**src/rtl/multicycle_seq_ctrl_if.sv**
```systemverilog
// Handshake and strobe bundle between the multi-cycle sequencer (master)
// and the datapath/memory side (slave).
interface multicycle_seq_ctrl_if;
  logic        run;
  logic [31:0] instr_code;
  logic        btaken;
  logic        dmem_ack;
  logic        ir_en;
  logic        pc_en;
  logic [1:0]  pc_sel;
  logic        reg_wr_en;
  logic        dmem_req;
  logic        dmem_we;
  logic        retire;
  logic        illegal;
  logic        mem_err;
  logic [2:0]  state_o;

  modport master (
    input  run, instr_code, btaken, dmem_ack,
    output ir_en, pc_en, pc_sel, reg_wr_en, dmem_req, dmem_we,
           retire, illegal, mem_err, state_o
  );

  modport slave (
    output run, instr_code, btaken, dmem_ack,
    input  ir_en, pc_en, pc_sel, reg_wr_en, dmem_req, dmem_we,
           retire, illegal, mem_err, state_o
  );
endinterface

```
**src/rtl/multicycle_seq_ctrl.sv**
```systemverilog
// Moore sequencer for the multi-cycle RV32I datapath: decides when the
// IR, PC, register file and data memory see their per-stage strobes.
module multicycle_seq_ctrl #(
  parameter int MEM_TIMEOUT = 15
) (
  input  logic                 clk,
  input  logic                 reset_n,
  multicycle_seq_ctrl_if.master bus
);

  typedef enum logic [2:0] {
    S_IDLE    = 3'd0,
    S_FETCH   = 3'd1,
    S_DECODE  = 3'd2,
    S_EXECUTE = 3'd3,
    S_MEM     = 3'd4,
    S_WB      = 3'd5
  } state_t;

  localparam logic [6:0] OP_NOP   = 7'h00;
  localparam logic [6:0] OP_R     = 7'b0110011;
  localparam logic [6:0] OP_I     = 7'b0010011;
  localparam logic [6:0] OP_LOAD  = 7'b0000011;
  localparam logic [6:0] OP_STORE = 7'b0100011;
  localparam logic [6:0] OP_BR    = 7'b1100011;
  localparam logic [6:0] OP_LUI   = 7'b0110111;
  localparam logic [6:0] OP_AUIPC = 7'b0010111;
  localparam logic [6:0] OP_JAL   = 7'b1101111;
  localparam logic [6:0] OP_JALR  = 7'b1100111;
  localparam logic [7:0] CNT_LAST = 8'(MEM_TIMEOUT - 1);

  function automatic logic is_legal(input logic [6:0] op);
    case (op)
      OP_R, OP_I, OP_LOAD, OP_STORE, OP_BR,
      OP_LUI, OP_AUIPC, OP_JAL, OP_JALR: is_legal = 1'b1;
      default:                           is_legal = 1'b0;
    endcase
  endfunction

  function automatic logic writes_rd(input logic [6:0] op);
    case (op)
      OP_R, OP_I, OP_LOAD, OP_LUI, OP_AUIPC, OP_JAL, OP_JALR: writes_rd = 1'b1;
      default:                                               writes_rd = 1'b0;
    endcase
  endfunction

  state_t     state_q, state_d;
  logic [6:0] op_q, op_d;
  logic       taken_q, taken_d;
  logic       aborted_q, aborted_d;
  logic [7:0] cnt_q, cnt_d;
  logic       unused_instr_hi;

  assign unused_instr_hi = ^bus.instr_code[31:7];

  always_ff @(posedge clk or negedge reset_n) begin
    if (!reset_n) begin
      state_q   <= S_IDLE;
      op_q      <= OP_NOP;
      taken_q   <= 1'b0;
      aborted_q <= 1'b0;
      cnt_q     <= '0;
    end else begin
      state_q   <= state_d;
      op_q      <= op_d;
      taken_q   <= taken_d;
      aborted_q <= aborted_d;
      cnt_q     <= cnt_d;
    end
  end

  always_comb begin
    state_d   = state_q;
    op_d      = op_q;
    taken_d   = taken_q;
    aborted_d = aborted_q;
    cnt_d     = cnt_q;
    case (state_q)
      S_IDLE:   if (bus.run) state_d = S_FETCH;
      S_FETCH:  state_d = S_DECODE;
      S_DECODE: begin
        // Unsupported opcodes collapse to a NOP class: PC+4, no write.
        op_d      = is_legal(bus.instr_code[6:0]) ? bus.instr_code[6:0] : OP_NOP;
        taken_d   = 1'b0;
        aborted_d = 1'b0;
        state_d   = S_EXECUTE;
      end
      S_EXECUTE: begin
        taken_d = (op_q == OP_BR) && bus.btaken;
        if (op_q == OP_LOAD || op_q == OP_STORE) begin
          cnt_d   = '0;
          state_d = S_MEM;
        end else begin
          state_d = S_WB;
        end
      end
      S_MEM: begin
        cnt_d = (cnt_q == 8'hFF) ? cnt_q : cnt_q + 8'd1;
        // Ack wins over a timeout landing on the same cycle.
        if (bus.dmem_ack) begin
          state_d = S_WB;
        end else if (cnt_q >= CNT_LAST) begin
          aborted_d = 1'b1;
          state_d   = S_WB;
        end
      end
      S_WB:     state_d = bus.run ? S_FETCH : S_IDLE;
      default:  state_d = S_IDLE;
    endcase
  end

  // Strobes decode registered state; illegal reads the already-loaded IR.
  assign bus.state_o   = state_q;
  assign bus.ir_en     = (state_q == S_FETCH);
  assign bus.pc_en     = (state_q == S_WB);
  assign bus.retire    = (state_q == S_WB);
  assign bus.reg_wr_en = (state_q == S_WB) && writes_rd(op_q) && !aborted_q;
  assign bus.mem_err   = (state_q == S_WB) && aborted_q;
  assign bus.dmem_req  = (state_q == S_MEM);
  assign bus.dmem_we   = (state_q == S_MEM) && (op_q == OP_STORE);
  assign bus.illegal   = (state_q == S_DECODE) && !is_legal(bus.instr_code[6:0]);

  always_comb begin
    bus.pc_sel = 2'd0;
    if (state_q == S_WB) begin
      if (op_q == OP_JALR)
        bus.pc_sel = 2'd2;
      else if (op_q == OP_JAL || (op_q == OP_BR && taken_q))
        bus.pc_sel = 2'd1;
    end
  end

endmodule

```
**src/flat_wrapper.sv**
```systemverilog
// flat-port wrapper written by rule: the top's interface ports become plain ports
module multicycle_seq_ctrl_flat 
#(
  parameter int MEM_TIMEOUT = 15
)
  (clk, reset_n, bus_run, bus_instr_code, bus_btaken, bus_dmem_ack, bus_ir_en, bus_pc_en, bus_pc_sel, bus_reg_wr_en, bus_dmem_req, bus_dmem_we, bus_retire, bus_illegal, bus_mem_err, bus_state_o);
  multicycle_seq_ctrl_if bus_i ();
  input  logic clk;
  input  logic reset_n;
  input wire logic [$bits(bus_i.run)-1:0] bus_run;
  input wire logic [$bits(bus_i.instr_code)-1:0] bus_instr_code;
  input wire logic [$bits(bus_i.btaken)-1:0] bus_btaken;
  input wire logic [$bits(bus_i.dmem_ack)-1:0] bus_dmem_ack;
  output wire logic [$bits(bus_i.ir_en)-1:0] bus_ir_en;
  output wire logic [$bits(bus_i.pc_en)-1:0] bus_pc_en;
  output wire logic [$bits(bus_i.pc_sel)-1:0] bus_pc_sel;
  output wire logic [$bits(bus_i.reg_wr_en)-1:0] bus_reg_wr_en;
  output wire logic [$bits(bus_i.dmem_req)-1:0] bus_dmem_req;
  output wire logic [$bits(bus_i.dmem_we)-1:0] bus_dmem_we;
  output wire logic [$bits(bus_i.retire)-1:0] bus_retire;
  output wire logic [$bits(bus_i.illegal)-1:0] bus_illegal;
  output wire logic [$bits(bus_i.mem_err)-1:0] bus_mem_err;
  output wire logic [$bits(bus_i.state_o)-1:0] bus_state_o;
  assign bus_i.run = bus_run;
  assign bus_i.instr_code = bus_instr_code;
  assign bus_i.btaken = bus_btaken;
  assign bus_i.dmem_ack = bus_dmem_ack;
  assign bus_ir_en = bus_i.ir_en;
  assign bus_pc_en = bus_i.pc_en;
  assign bus_pc_sel = bus_i.pc_sel;
  assign bus_reg_wr_en = bus_i.reg_wr_en;
  assign bus_dmem_req = bus_i.dmem_req;
  assign bus_dmem_we = bus_i.dmem_we;
  assign bus_retire = bus_i.retire;
  assign bus_illegal = bus_i.illegal;
  assign bus_mem_err = bus_i.mem_err;
  assign bus_state_o = bus_i.state_o;
  multicycle_seq_ctrl #(.MEM_TIMEOUT(MEM_TIMEOUT)) u_core (.clk(clk), .reset_n(reset_n), .bus(bus_i));
endmodule
```
**config.mk**
```make
export PLATFORM = sky130hd
export DESIGN_NAME = multicycle_seq_ctrl_flat
export DESIGN_NICKNAME = d
export VERILOG_FILES = /design/src/rtl/multicycle_seq_ctrl_if.sv /design/src/rtl/multicycle_seq_ctrl.sv /design/src/flat_wrapper.sv
export SDC_FILE = /design/constraint.sdc
export NUM_CORES = 1
export LEC_CHECK = 0
export CAP_MARGIN = 30
export CELL_PAD_IN_SITES_DETAIL_PLACEMENT = 1
export CELL_PAD_IN_SITES_GLOBAL_PLACEMENT = 1
export CORE_MARGIN = 4
export CORE_UTILIZATION = 27
export DETAILED_ROUTE_END_ITERATION = 8
export PLACE_DENSITY_LB_ADDON = 0.1
export SYNTH_ARGS = -nofsm -noshare
export SYNTH_HDL_FRONTEND = slang
export SYNTH_SLANG_ARGS = --single-unit
```
**constraint.sdc**
```tcl
create_clock -name clk -period 1.7 [get_ports clk]
set_input_delay 0.34 -clock clk [delete_from_list [all_inputs] [get_ports clk]]
set_output_delay 0.34 -clock clk [all_outputs]
set_load 0.05 [all_outputs]
```
## Yosys cells after proc, flatten, opt, wreduce, memory -nomap -nowiden

Index checks and enable logic that the tools add are counted.

- Register bits: 20
- Bits of input ports: 37
- Output and inout port bits: 13

- Add/sub/neg operators: 1
- Order comparisons: 1
- Equal/unequal tests: 30
- Mux-type cells: 20
- Reductions and logical operators: 20

Operator list:

| operator | count |
|---|---|
| 7-bit by 6-bit equality test with 1-bit output (second input constant) | 6 |
| 7-bit equality test (second input constant) | 6 |
| 7-bit by 5-bit equality test with 1-bit output (second input constant) | 4 |
| 3-bit one-hot mux with 6 select lines | 1 |
| 8-bit 2-to-1 mux | 2 |
| 8-bit one-hot mux with 2 select lines | 1 |
| 7-bit by 2-bit equality test with 1-bit output (second input constant) | 2 |
| 3-bit 2-to-1 mux | 3 |
| 9-bit OR reduction | 1 |
| 8-bit by 1-bit adder with 8-bit output (second input constant) | 1 |
| 8-bit equality test (second input constant) | 1 |
| 8-bit by 4-bit >= comparator with 1-bit output (second input constant) | 1 |
| 1-bit 2-to-1 mux | 8 |
| 1-bit logical AND | 7 |
| 7-bit 2-to-1 mux | 1 |
| 7-bit OR reduction | 1 |
| 3-bit by 2-bit equality test with 1-bit output (second input constant) | 2 |
| 3-bit equality test (second input constant) | 2 |
| 2-bit inequality test (second input constant) | 3 |
| 3-bit AND reduction | 2 |
| 2-bit nonzero test | 3 |
| 2-bit 2-to-1 mux | 2 |
| 2-bit by 1-bit inequality test with 1-bit output (second input constant) | 2 |
| 1-bit one-hot mux with 2 select lines | 2 |
| other kinds (6) | 8 |

## Depth between registers and ports, before layout

Gate-level depths: netlist (run 1).

- Word-level depth: 6
- Gate-level depth with buffers: 6
- Depth with buffers taken out: 6

## Worst setup path after synthesis (run 1)

Ideal clock, no wire load.

- Path type: reg2out
- Start: reg u_core.state_q[1] (netlist: u_core.bus.state_o[1])
- End: out bus_reg_wr_en
- Arrival: 3332 ps
- Required time: 1360 ps
- Setup slack: -1972 ps
- Cell stages (with the launch flop): 3
- Path buffers: 0
- Cells stage by stage: dfrtp_1 -> nand3b_1 -> a2111oi_0

- Longest elaborated chain between the ends: 3

Ends and longest elaborated chain:

| item | RTL line | source |
|---|---|---|
| start, declared | multicycle_seq_ctrl.sv:47 | `state_t state_q, state_d;` |
| start signal, assigned | multicycle_seq_ctrl.sv:64 | `state_q <= state_d;` |
| 3-bit equality test | multicycle_seq_ctrl.sv:117 | `assign bus.reg_wr_en = (state_q == S_WB) && writes_rd(op_q) && !aborted_q;` |
| 1-bit logical AND (2 in series) | multicycle_seq_ctrl.sv:117 |  |
| end, declared | flat_wrapper.sv:17 | `output wire logic [$bits(bus_i.reg_wr_en)-1:0] bus_reg_wr_en;` |

No other way between the ends.

## Worst setup path in the final report (run 1)

- Start: reg u_core.state_q[1] (netlist: u_core.bus.state_o[1])
- End: out bus_dmem_we

- Longest elaborated chain between the ends: 2

Ends and longest elaborated chain:

| item | RTL line | source |
|---|---|---|
| 3-bit equality test | multicycle_seq_ctrl.sv:120 | `assign bus.dmem_we = (state_q == S_MEM) && (op_q == OP_STORE);` |
| 1-bit logical AND | multicycle_seq_ctrl.sv:120 |  |
| end, declared | flat_wrapper.sv:19 | `output wire logic [$bits(bus_i.dmem_we)-1:0] bus_dmem_we;` |

No other way between the ends.

==> results of run 1 <==
## power by group through the flow
stage	registers, W	clock network, W	logic [W]
after detailed placement	0.000701	0	0.00133
after CTS	0.000696	0.000503	0.00165
after floorplan	0.000844	0	0.000590
after global placement	0.000691	0	0.00130
final	0.000695	0.000489	0.00187
after global routing	0.000714	0.000525	0.00201
## cells by family after synthesis
group	synth area share
adders and majority gates	0.0221
muxes	0.00886
xor gates and xnor gates	0.00775
AOI/OAI and AO/OA	0.210
and+or+nand+nor	0.252
DFF	0.443
buffers and inverters	0.0554
## per-layer routing
layer / up-vias / track usage
met2: 21 / 0.288
met3: 4 / 0.0248
li1: 599 / -
met5: - / 0
met4: 0 / 0.0451
met1: 632 / 0.198
## worst paths after layout
check	from	to	slack, ns	cells after the start
worst max-delay path	u_core.bus.state_o[1]$_DFFE_PN0P_	bus_dmem_we	-0.46	5
worst min-delay path	reset_n	u_core.taken_q$_DFFE_PN0P_	0.43	2
worst max register to register	u_core.bus.state_o[2]$_DFFE_PN0P_	u_core.cnt_q[7]$_DFFE_PN0P_	-0.11	7
worst min register to register	u_core.taken_q$_DFFE_PN0P_	u_core.taken_q$_DFFE_PN0P_	0.57	2
max in group asynchronous	reset_n	u_core.bus.state_o[2]$_DFFE_PN0P_	1.03	2
min in group clk	bus_instr_code[2]	u_core.op_q[2]$_DFFE_PN0P_	0.57	3
## flip-flops by register name (all words and copies together), names as in the netlist
| name | flops |
|---|---|
| u_core.cnt_q | 8 |
| u_core.op_q | 7 |
| u_core.bus.state_o | 3 |
| u_core.aborted_q | 1 |
| u_core.taken_q | 1 |
## area by class of cell
class / instances / area, µm²
Fill cell: 441 / 1840
Multi-Input combinational cell: 90 / 754
Timing Repair Buffer: 74 / 748
Sequential cell: 20 / 504
Tap cell: 50 / 62.6
Inverter: 8 / 50.0
Clock buffer: 3 / 41.3
Clock inverter: 1 / 30.0
## metrics by stage
stage | power (W) | utilization | hold WS (ns)
after floorplan | 0.00143 | - | 0.0444
after global placement | 0.00199 | 0.451 | 0.534
after detailed placement | 0.00203 | 0.451 | 0.548
after CTS | 0.00285 | 0.516 | 0.434
after global routing | 0.00325 | 0.544 | 0.443
final | 0.00306 | 0.544 | 0.425
## cell usage in the layout (no fill, tap or decap), drive strengths merged, types with 2 or more instances in the layout
cell           count
a21oi              6
nor3b              2
nor2              11
nor3               2
a22o               6
clkdlybuf4s50     10
dfrtp             20
nor2b              2
nand2             12
nor4               2
ha                 2
a21o               2
o21ai              9
and3               2
clkbuf             3
nand3              4
o21a               2
buf               63
nand4              4
inv                5
clkinvlp           2
## what timing repair did
| action | CTS | global route |
|---|---|---|
| setup endpoints to repair | 25 | 26 |
| endpoints found under the hold margin | 0 | 0 |
| pin swaps | 11 | 5 |
| resized for setup | 31 | 17 |
| buffers inserted | 14 | 11 |
==> metrics, run 1 <==
outcome=complete, but fails checks; violated checks=negative setup slack; top post-synthesis cells by count=dfrtp_1, nand2_1, nor2_1; Largest delay share family, worst path=simple AND/OR/NAND/NOR gates; Post-DRT Antenna Nets=0; met1 WL=1750 µm; Main synth FF type=dfrtp_1; first-pass GRT wire length=6560 µm; Clock Power Share=0.160; Max IR drop VDD=534 µV; synthesized instance count=123; share of cells above drive strength 1=0.500; die width=72.7 µm; Tcrit/Tclk final=1.27; initial antenna violation count=0; clock slew at reported path FFs=0.08 ns; Skew-Pair Late Insertion Delay=0.26 ns; Setup WS pre-CTS=-0.270 ns; Mapped Avg Cell Area=9.19 µm²; max-slew violations=0; CTS buffer count=3; post-route cell area=2190 µm²; critical path's slowest cell=or3b_4; top layer used by detailed routing=met4; Pwr Density=1390 nW/µm²; P_int=0.00184 W; Leakage=0.973 nW; Fin Setup TNS=-2.98 ns; Yosys cell types=45; Post-CTS Hold Fix Bufs=0; Starting Density=0.280; core footprint=4030 µm²; worst path cell trace=or3b_4 > clkinv_8 > nand4_1 > nor4b_4 > buf_12; post-layout minimum cycle time=2.16 ns; count leader, synth=dfrtp_1; Final setup viols=20; Ports=50; Max Cap Viol=0; die height=72.7 µm; area delta synth->final=93.9%; register share of total power=0.227; DP Wirelength=2630 µm; register area share after synthesis=0.443; worst-case clock buffer depth=2; wire length per cell=16.4 µm; Post-Layout Cell Count=246; HP Class=in -> async; worst-margin pin slew=0.334 ns; asr flop ratio synth=1.00; diodes inserted=0; row cnt=23; DRT Pass-1 Iters=4; Worst EP arrival=1.82 ns; clock sinks=20; routed length on met2=2120 µm; Final Skew=0.00157 ns; register bit total from synthesis=20; htree depth=1; top post-synthesis cells by area=dfrtp_1, a22o_1, nand2_1; final layout net count=236; crit path capture type=output port; Netlist Area Pre-Place=1130 µm²; combinational power share=0.613; relative slew slack=0.775; WP data required=1.36 ns; PortBufs=24; Sw Ratio=0.398; vias per cell=5.11; EDFF count, synth=0; Hold Vio Cnt, Final=0; DP Area=1820 µm²; WS Path Type=reg -> out; syn_nets=162; final wirelength=4030 µm; global-route usage over all layers=0.161; vias in the first global route=1324; startpoint class of the critical path=register; switching power of the nets=0.00122 W; synth warn=0; area of the die=5280 µm²; CP max FO=2; starting DRC count in detailed routing=70; GP Congestion=0.763; CTS tree=yes; Fmax achieved=0.463 GHz; largest net degree at the start of global routing=21; Buf/Inv on CP=2; vias=1256; RSZ-0062 raised after global routing=true; residual DRC count=0; grt ovf=0; Largest stage delay, worst path=0.43 ns; setup ws final=-0.462 ns; Met3 Wirelength=132 µm; Synth area leader=dfrtp_1; Clock Tree Root=clkbuf_8; # placed instances=224; Yosys top cell area share=0.443
Power figures use the tool's default switching activity.
==> inputs of run 2 (changes only) <==
Settings changed: CORE_UTILIZATION 27 to 30, REMOVE_ABC_BUFFERS set to 1, TNS_END_PERCENT set to 1.
Clock period 1.7 ns to 2.2 ns, I/O delays scaled along.
==> run 2 against run 1 <==
  * The run still ends with negative setup slack left
  * Sequential power shrank 18%
  * Worst setup slack better by 0.46 ns
  * Clock power down 49%
  * Routed wire length down 19%
  * Global-route usage is 1.8 points lower
  * Power shrank 46%
  * First-iteration DRC count increased by 1.4%
  * Core utilization is 10 points lower
==> metrics, run 2 (synthesis results as in run 1) <==
outcome=complete, but fails checks (unchanged); violated checks=negative setup slack (unchanged); Final Skew=0.00172 ns (was 0.00157 ns); DRT Pass-1 Iters=4 (unchanged); max-slew violations=0 (unchanged); core footprint=3660 µm² (was 4030 µm²); area of the die=4810 µm² (was 5280 µm²); Max Cap Viol=0 (unchanged); Fmax achieved=0.454 GHz; WS Path Type=reg -> out (unchanged); HP Class=in -> async (unchanged); Ports=50 (unchanged); register share of total power=0.347 (was 0.227); starting DRC count in detailed routing=71 (was 70); Fin Hold WS=0.519 ns (was 0.425 ns); post-layout minimum cycle time=2.20 ns; crit path capture type=output port (unchanged); setup ws final=-0.000597 ns (was -0.462 ns); DP Wirelength=2480 µm (was 2630 µm); Tcrit/Tclk final=1.00; final wirelength=3270 µm (was 4030 µm); vias in the first global route=1130 (was 1324); RSZ-0062 raised after global routing=true (unchanged); Clock Tree Root=clkbuf_8 (unchanged); Post-Layout Cell Count=205 (was 246); share of cells above drive strength 1=0.242 (was 0.500); Worst EP arrival=1.76 ns (was 1.82 ns); GP Congestion=0.774 (was 0.763); wire length per cell=15.9 µm (was 16.4 µm); max FFs per register=8 (unchanged); worst-margin pin slew=0.502 ns (was 0.334 ns); P_int=0.000924 W (was 0.00184 W); FILL cells=442 (was 441); clock slew at reported path FFs=0.08 ns (about the same); die height=69.4 µm (was 72.7 µm); relative slew slack=0.664 (was 0.775); global-route usage over all layers=0.143 (was 0.161); Fin Setup TNS=-0.000597 ns (was -2.98 ns); CTS tree=yes (unchanged); Sw Ratio=0.437 (was 0.398); vias=1079 (was 1256); startpoint class of the critical path=register (unchanged); CP max FO=2 (unchanged); Max IR drop VDD=313 µV (was 534 µV); Hold Vio Cnt, Final=0 (unchanged); grt ovf=0 (unchanged); Post-CTS Hold Fix Bufs=0 (unchanged); initial antenna violation count=0 (unchanged); Post-DRT Antenna Nets=0 (unchanged); Largest delay share family, worst path=simple AND/OR/NAND/NOR gates (unchanged); row cnt=22 (was 23); Final setup viols=1 (was 20); total power=0.00164 W (was 0.00306 W); Top reg by flops=u_core.cnt_q (unchanged); PortBufs=24 (unchanged); vias per cell=5.26 (was 5.11); worst path cell trace=or3b_4 > clkinv_2 > nand4_1 > nor4b_2 > buf_4 > buf_12 (was or3b_4 > clkinv_8 > nand4_1 > nor4b_4 > buf_12); area delta synth->final=43.7% (was 93.9%); Largest stage delay, worst path=0.41 ns (was 0.43 ns); diodes inserted=0 (unchanged); worst-case clock buffer depth=2 (unchanged); Buf/Inv on CP=3 (was 2); first-pass GRT wire length=5550 µm (was 6560 µm); largest net degree at the start of global routing=21 (unchanged); Starting Density=0.309 (was 0.280); leading cell types in the layout, fill and taps excluded=dfrtp_1, buf_4, clkdlybuf4s50_1, nand2_1, nor2_1 (was buf_4, dfrtp_1, buf_6, clkdlybuf4s50_1, buf_12); htree depth=1 (unchanged); critical path's slowest cell=or3b_4 (unchanged); die width=69.4 µm (was 72.7 µm); WP data required=1.76 ns (was 1.36 ns); most common cell after layout, fill and taps aside=dfrtp_1 (was buf_4); combinational power share=0.502 (was 0.613); residual DRC count=0 (unchanged); FF-to-FF path depth=4 (was 7); Skew-Pair Late Insertion Delay=0.26 ns (about the same); switching power of the nets=0.000718 W (was 0.00122 W); clock sinks=20 (unchanged); Clock Power Share=0.151 (was 0.160); Crit path depth=6 (was 5); Pwr Density=1010 nW/µm² (was 1390 nW/µm²); final layout net count=198 (was 236); CTS buffer count=3 (unchanged); # placed instances=201 (was 224); Leakage=0.712 nW (was 0.973 nW)
[run 2: per-stage QoR]
step / cell area [µm²] / setup slack (ns) / util
finish: 1620 / -0.000597 / 0.444
CTS: 1590 / -0.0387 / 0.435
global placement: 1530 / 0.0947 / 0.418
detailed placement: 1530 / 0.0679 / 0.418
global route: 1620 / -0.0627 / 0.444
floorplan: 1100 / -1.57 / -
[run 2: worst paths after layout]
path	start	end	slack (ns)
min in group clk	u_core.op_q[6]$_DFFE_PN0P_	u_core.op_q[6]$_DFFE_PN0P_	0.54
min	reset_n	u_core.taken_q$_DFFE_PN0P_	0.52
min reg2reg	u_core.op_q[6]$_DFFE_PN0P_	u_core.op_q[6]$_DFFE_PN0P_	0.54
max reg2reg	u_core.op_q[6]$_DFFE_PN0P_	u_core.cnt_q[7]$_DFFE_PN0P_	0.37
max	u_core.bus.state_o[0]$_DFFE_PN0P_	bus_dmem_we	-0.0006
max in group asynchronous	reset_n	u_core.op_q[4]$_DFFE_PN0P_	1.44
[run 2: worst register-to-register path: cells and delay by family (launching register included)]
kind / cells / cell delay, ns
flops: 1 / 0.40
compound gates: 2 / 0.63
simple gates: 2 / 0.69
[run 2: timing repair]
action / in CTS / in global routing
gates resized for setup: 5 / 8
setup buffers: 0 / 1
pin swaps: 0 / 1
cloned: 0 / 0
setup endpoints to repair: 3 / 5
[run 2: power by group through the flow]
| stage | Sequential, W | Clock (W) | Combinational (W) |
|---|---|---|---|
| floorplan | 0.000648 | 0 | 0.000378 |
| global placement | 0.000563 | 0 | 0.000781 |
| detailed placement | 0.000569 | 0 | 0.000802 |
| CTS | 0.000566 | 0.000255 | 0.000817 |
| global route | 0.000588 | 0.000263 | 0.000901 |
| finish | 0.000569 | 0.000249 | 0.000824 |
[run 2: area by class of cell]
type / count / area [µm²] / share of cell area
Clock buffer: 3 / 41.3 / 0.0254
Inverter: 8 / 31.3 / 0.0193
Multi-Input combinational cell: 90 / 599 / 0.369
Sequential cell: 20 / 503 / 0.310
Tap cell: 48 / 60.1 / 0.0370
Timing Repair Buffer: 36 / 389 / 0.240
[run 2: layer usage]
layer,track usage,share of wire,vias to the layer above
met5,0,0,-
li1,-,-,522
met3,0.0290,0.028,4
met4,0.0521,0.014,0
met1,0.195,0.49,537
met2,0.222,0.47,16
==> inputs of run 3 (changes only) <==
Settings changed: RECOVER_POWER set to 100.
==> run 3 against run 2 <==
  * The run now ends clean
  * Worst hold slack better by 0.023 ns
  * Final cell count stayed put
  * Non-clock buffer count stayed put
  * First-iteration DRC count is 25% lower
  * Worst setup slack better by 0.00065 ns
  * Die area stayed put
  * Critical path depth stayed put
  * Sequential cell count stayed put
  * Combinational power is 4.4% lower
  * Critical path type unchanged
  * Critical endpoint unchanged
  * Largest cell class unchanged
==> metrics, run 3 (synthesis results as in run 1) <==
initial antenna violation count=0 (unchanged); Tcrit/Tclk final=1.00 (about the same); CP max FO=2 (unchanged); max FFs per register=8 (unchanged); switching power of the nets=0.000712 W (was 0.000718 W); diodes inserted=0 (unchanged); DP Area=1530 µm² (unchanged); max-slew violations=0 (unchanged); final layout net count=198 (unchanged); htree depth=1 (unchanged); Leakage=0.701 nW (was 0.712 nW); die width=69.4 µm (unchanged); outcome=completed (was complete, but fails checks); Top Usage Layer GRT=met2 (unchanged); Final setup viols=0 (was 1); area delta synth->final=39.9% (was 43.7%); Starting Density=0.309 (unchanged); Max IR drop VDD=310 µV (was 313 µV); R2R Setup Slk=0.24 ns (was 0.37 ns); global-route usage over all layers=0.143 (unchanged); die height=69.4 µm (unchanged); relative slew slack=0.219 (was 0.664); CP Capture Point=bus_dmem_we (unchanged); WS Path Type=reg -> out (unchanged); startpoint class of the critical path=register (unchanged); Crit path depth=6 (unchanged); Clock Tree Root=clkbuf_8 (unchanged); Final Skew=0.00246 ns (was 0.00172 ns); Setup WS pre-CTS=0.0679 ns (unchanged); WP data required=1.76 ns (about the same); Skew-Pair Late Insertion Delay=0.26 ns (about the same); FILL cells=445 (was 442); core footprint=3660 µm² (unchanged); crit path capture type=output port (unchanged); row cnt=22 (unchanged); combinational power share=0.491 (was 0.502); setup ws final=0.0000548 ns (was -0.000597 ns); Post-DRT Antenna Nets=0 (unchanged); M2 GR Usage=0.222 (unchanged); GRT met1 Usage=0.195 (unchanged); P_int=0.000893 W (was 0.000924 W); Clock Power Share=0.154 (was 0.151); vias in the first global route=1130 (unchanged); clock slew at reported path FFs=0.08 ns (about the same); HP Class=reg -> reg (was in -> async); Top reg by flops=u_core.cnt_q (unchanged); Max Cap Viol=0 (unchanged); Largest delay share family, worst path=simple AND/OR/NAND/NOR gates (unchanged); Fmax achieved=0.455 GHz (was 0.454 GHz); area of the die=4810 µm² (unchanged); crit path from=u_core.bus.state_o[0]$_DFFE_PN0P_ (unchanged); grt ovf=0 (unchanged); worst path cell trace=or3b_4 > clkinv_2 > nand4_1 > nor4b_2 > buf_4 > buf_12 (unchanged); leading cell types in the layout, fill and taps excluded=dfrtp_1, nand2_1, nor2_1, clkdlybuf4s50_1, o21ai_0 (was dfrtp_1, buf_4, clkdlybuf4s50_1, nand2_1, nor2_1); PortBufs=24 (unchanged); post-route cell area=1580 µm² (was 1620 µm²); vias per cell=5.23 (was 5.26); DRT Pass-1 Iters=4 (unchanged); reg2reg end=u_core.op_q[5]$_DFFE_PN0P_ (was u_core.cnt_q[7]$_DFFE_PN0P_); RSZ-0062 raised after global routing=true (unchanged); worst-margin pin slew=1.17 ns (was 0.502 ns); Ports=50 (unchanged); GP Congestion=0.774 (unchanged); DP Wirelength=2480 µm (unchanged); largest net degree at the start of global routing=21 (unchanged); met3 Usage GRT=0.0290 (unchanged); Fin Setup TNS=0 ns (was -0.000597 ns); residual DRC count=0 (unchanged); clock sinks=20 (unchanged); RR Startpoint=u_core.bus.state_o[2]$_DFFE_PN0P_ (was u_core.op_q[6]$_DFFE_PN0P_); vias=1073 (was 1079); Buf/Inv on CP=3 (unchanged); wire length per cell=15.9 µm (about the same); first-pass GRT wire length=5550 µm (unchanged); Worst EP arrival=1.76 ns (about the same); FF-to-FF path depth=7 (was 4); CTS tree=yes (unchanged); Largest stage delay, worst path=0.41 ns (about the same); Sw Ratio=0.444 (was 0.437); Post-CTS Hold Fix Bufs=0 (unchanged); starting DRC count in detailed routing=53 (was 71); register share of total power=0.355 (was 0.347); CTS buffer count=3 (unchanged); share of cells above drive strength 1=0.217 (was 0.242); Hold Vio Cnt, Final=0 (unchanged); Pwr Density=1020 nW/µm² (was 1010 nW/µm²); most common cell after layout, fill and taps aside=dfrtp_1 (unchanged); critical path's slowest cell=or3b_4 (unchanged); worst-case clock buffer depth=2 (unchanged); post-layout minimum cycle time=2.20 ns (about the same); final wirelength=3250 µm (was 3270 µm)
-- run 3: what timing repair did --
item	4_1_cts	5_1_grt
gates cloned	0	0
pin swaps	0	1
setup buffers	0	1
resized for setup	5	8
endpoints found under the setup margin	3	5
-- run 3: how the worst min path moves through the flow --
stage	from	end	cells after the start
after floorplan	reset_n	u_core.aborted_q$_DFFE_PN0P_	0
after global placement	u_core.taken_q$_DFFE_PN0P_	u_core.taken_q$_DFFE_PN0P_	2
after detailed placement	u_core.op_q[6]$_DFFE_PN0P_	u_core.op_q[6]$_DFFE_PN0P_	1
after CTS	reset_n	u_core.taken_q$_DFFE_PN0P_	2
after global routing	u_core.taken_q$_DFFE_PN0P_	u_core.taken_q$_DFFE_PN0P_	2
final	u_core.op_q[6]$_DFFE_PN0P_	u_core.op_q[6]$_DFFE_PN0P_	1
-- run 3: power by group through the flow --
stage	Combinational [W]	Clock [W]	Sequential, W
6_report	0.000788	0.000248	0.000570
5_1_grt	0.000866	0.000263	0.000588
4_1_cts	0.000817	0.000255	0.000566
3_5_place_dp	0.000802	0	0.000569
3_3_place_gp	0.000781	0	0.000563
2_1_floorplan	0.000378	0	0.000648
-- run 3: worst reg2reg max path, stage by stage (launching register included) --
cell and delay [ns]:
dfrtp_1 0.38, buf_4 0.16, and2b_1 0.27, nand2_1 0.13
clkbuf_1 0.26, nor4bb_1 0.34, clkbuf_2 0.23, a22o_1 0.15
-- run 3: layer usage --
layer | vias to the layer above | part of all wire
li1 | 520 | -
met1 | 533 | 0.49
met2 | 16 | 0.47
met3 | 4 | 0.028
met4 | 0 | 0.014
met5 | - | 0
-- run 3: final cells by class --
type                            instances  area, µm²  area share
Inverter                                8       31.3      0.0198
Clock buffer                            3       41.3      0.0261
Multi-Input combinational cell         90        588       0.372
Sequential cell                        20        503       0.318
Timing Repair Buffer                   36        357       0.226
Tap cell                               48       60.1      0.0380
-- run 3: stage by stage --
stage	hold WS (ns)	utilization	total power, W	instances
4_1_cts	0.536	0.435	0.00164	204
3_3_place_gp	0.521	0.418	0.00134	201
2_1_floorplan	0.144	-	0.00103	118
6_report	0.542	0.432	0.00161	205
3_5_place_dp	0.525	0.418	0.00137	201
5_1_grt	0.573	0.432	0.00172	205
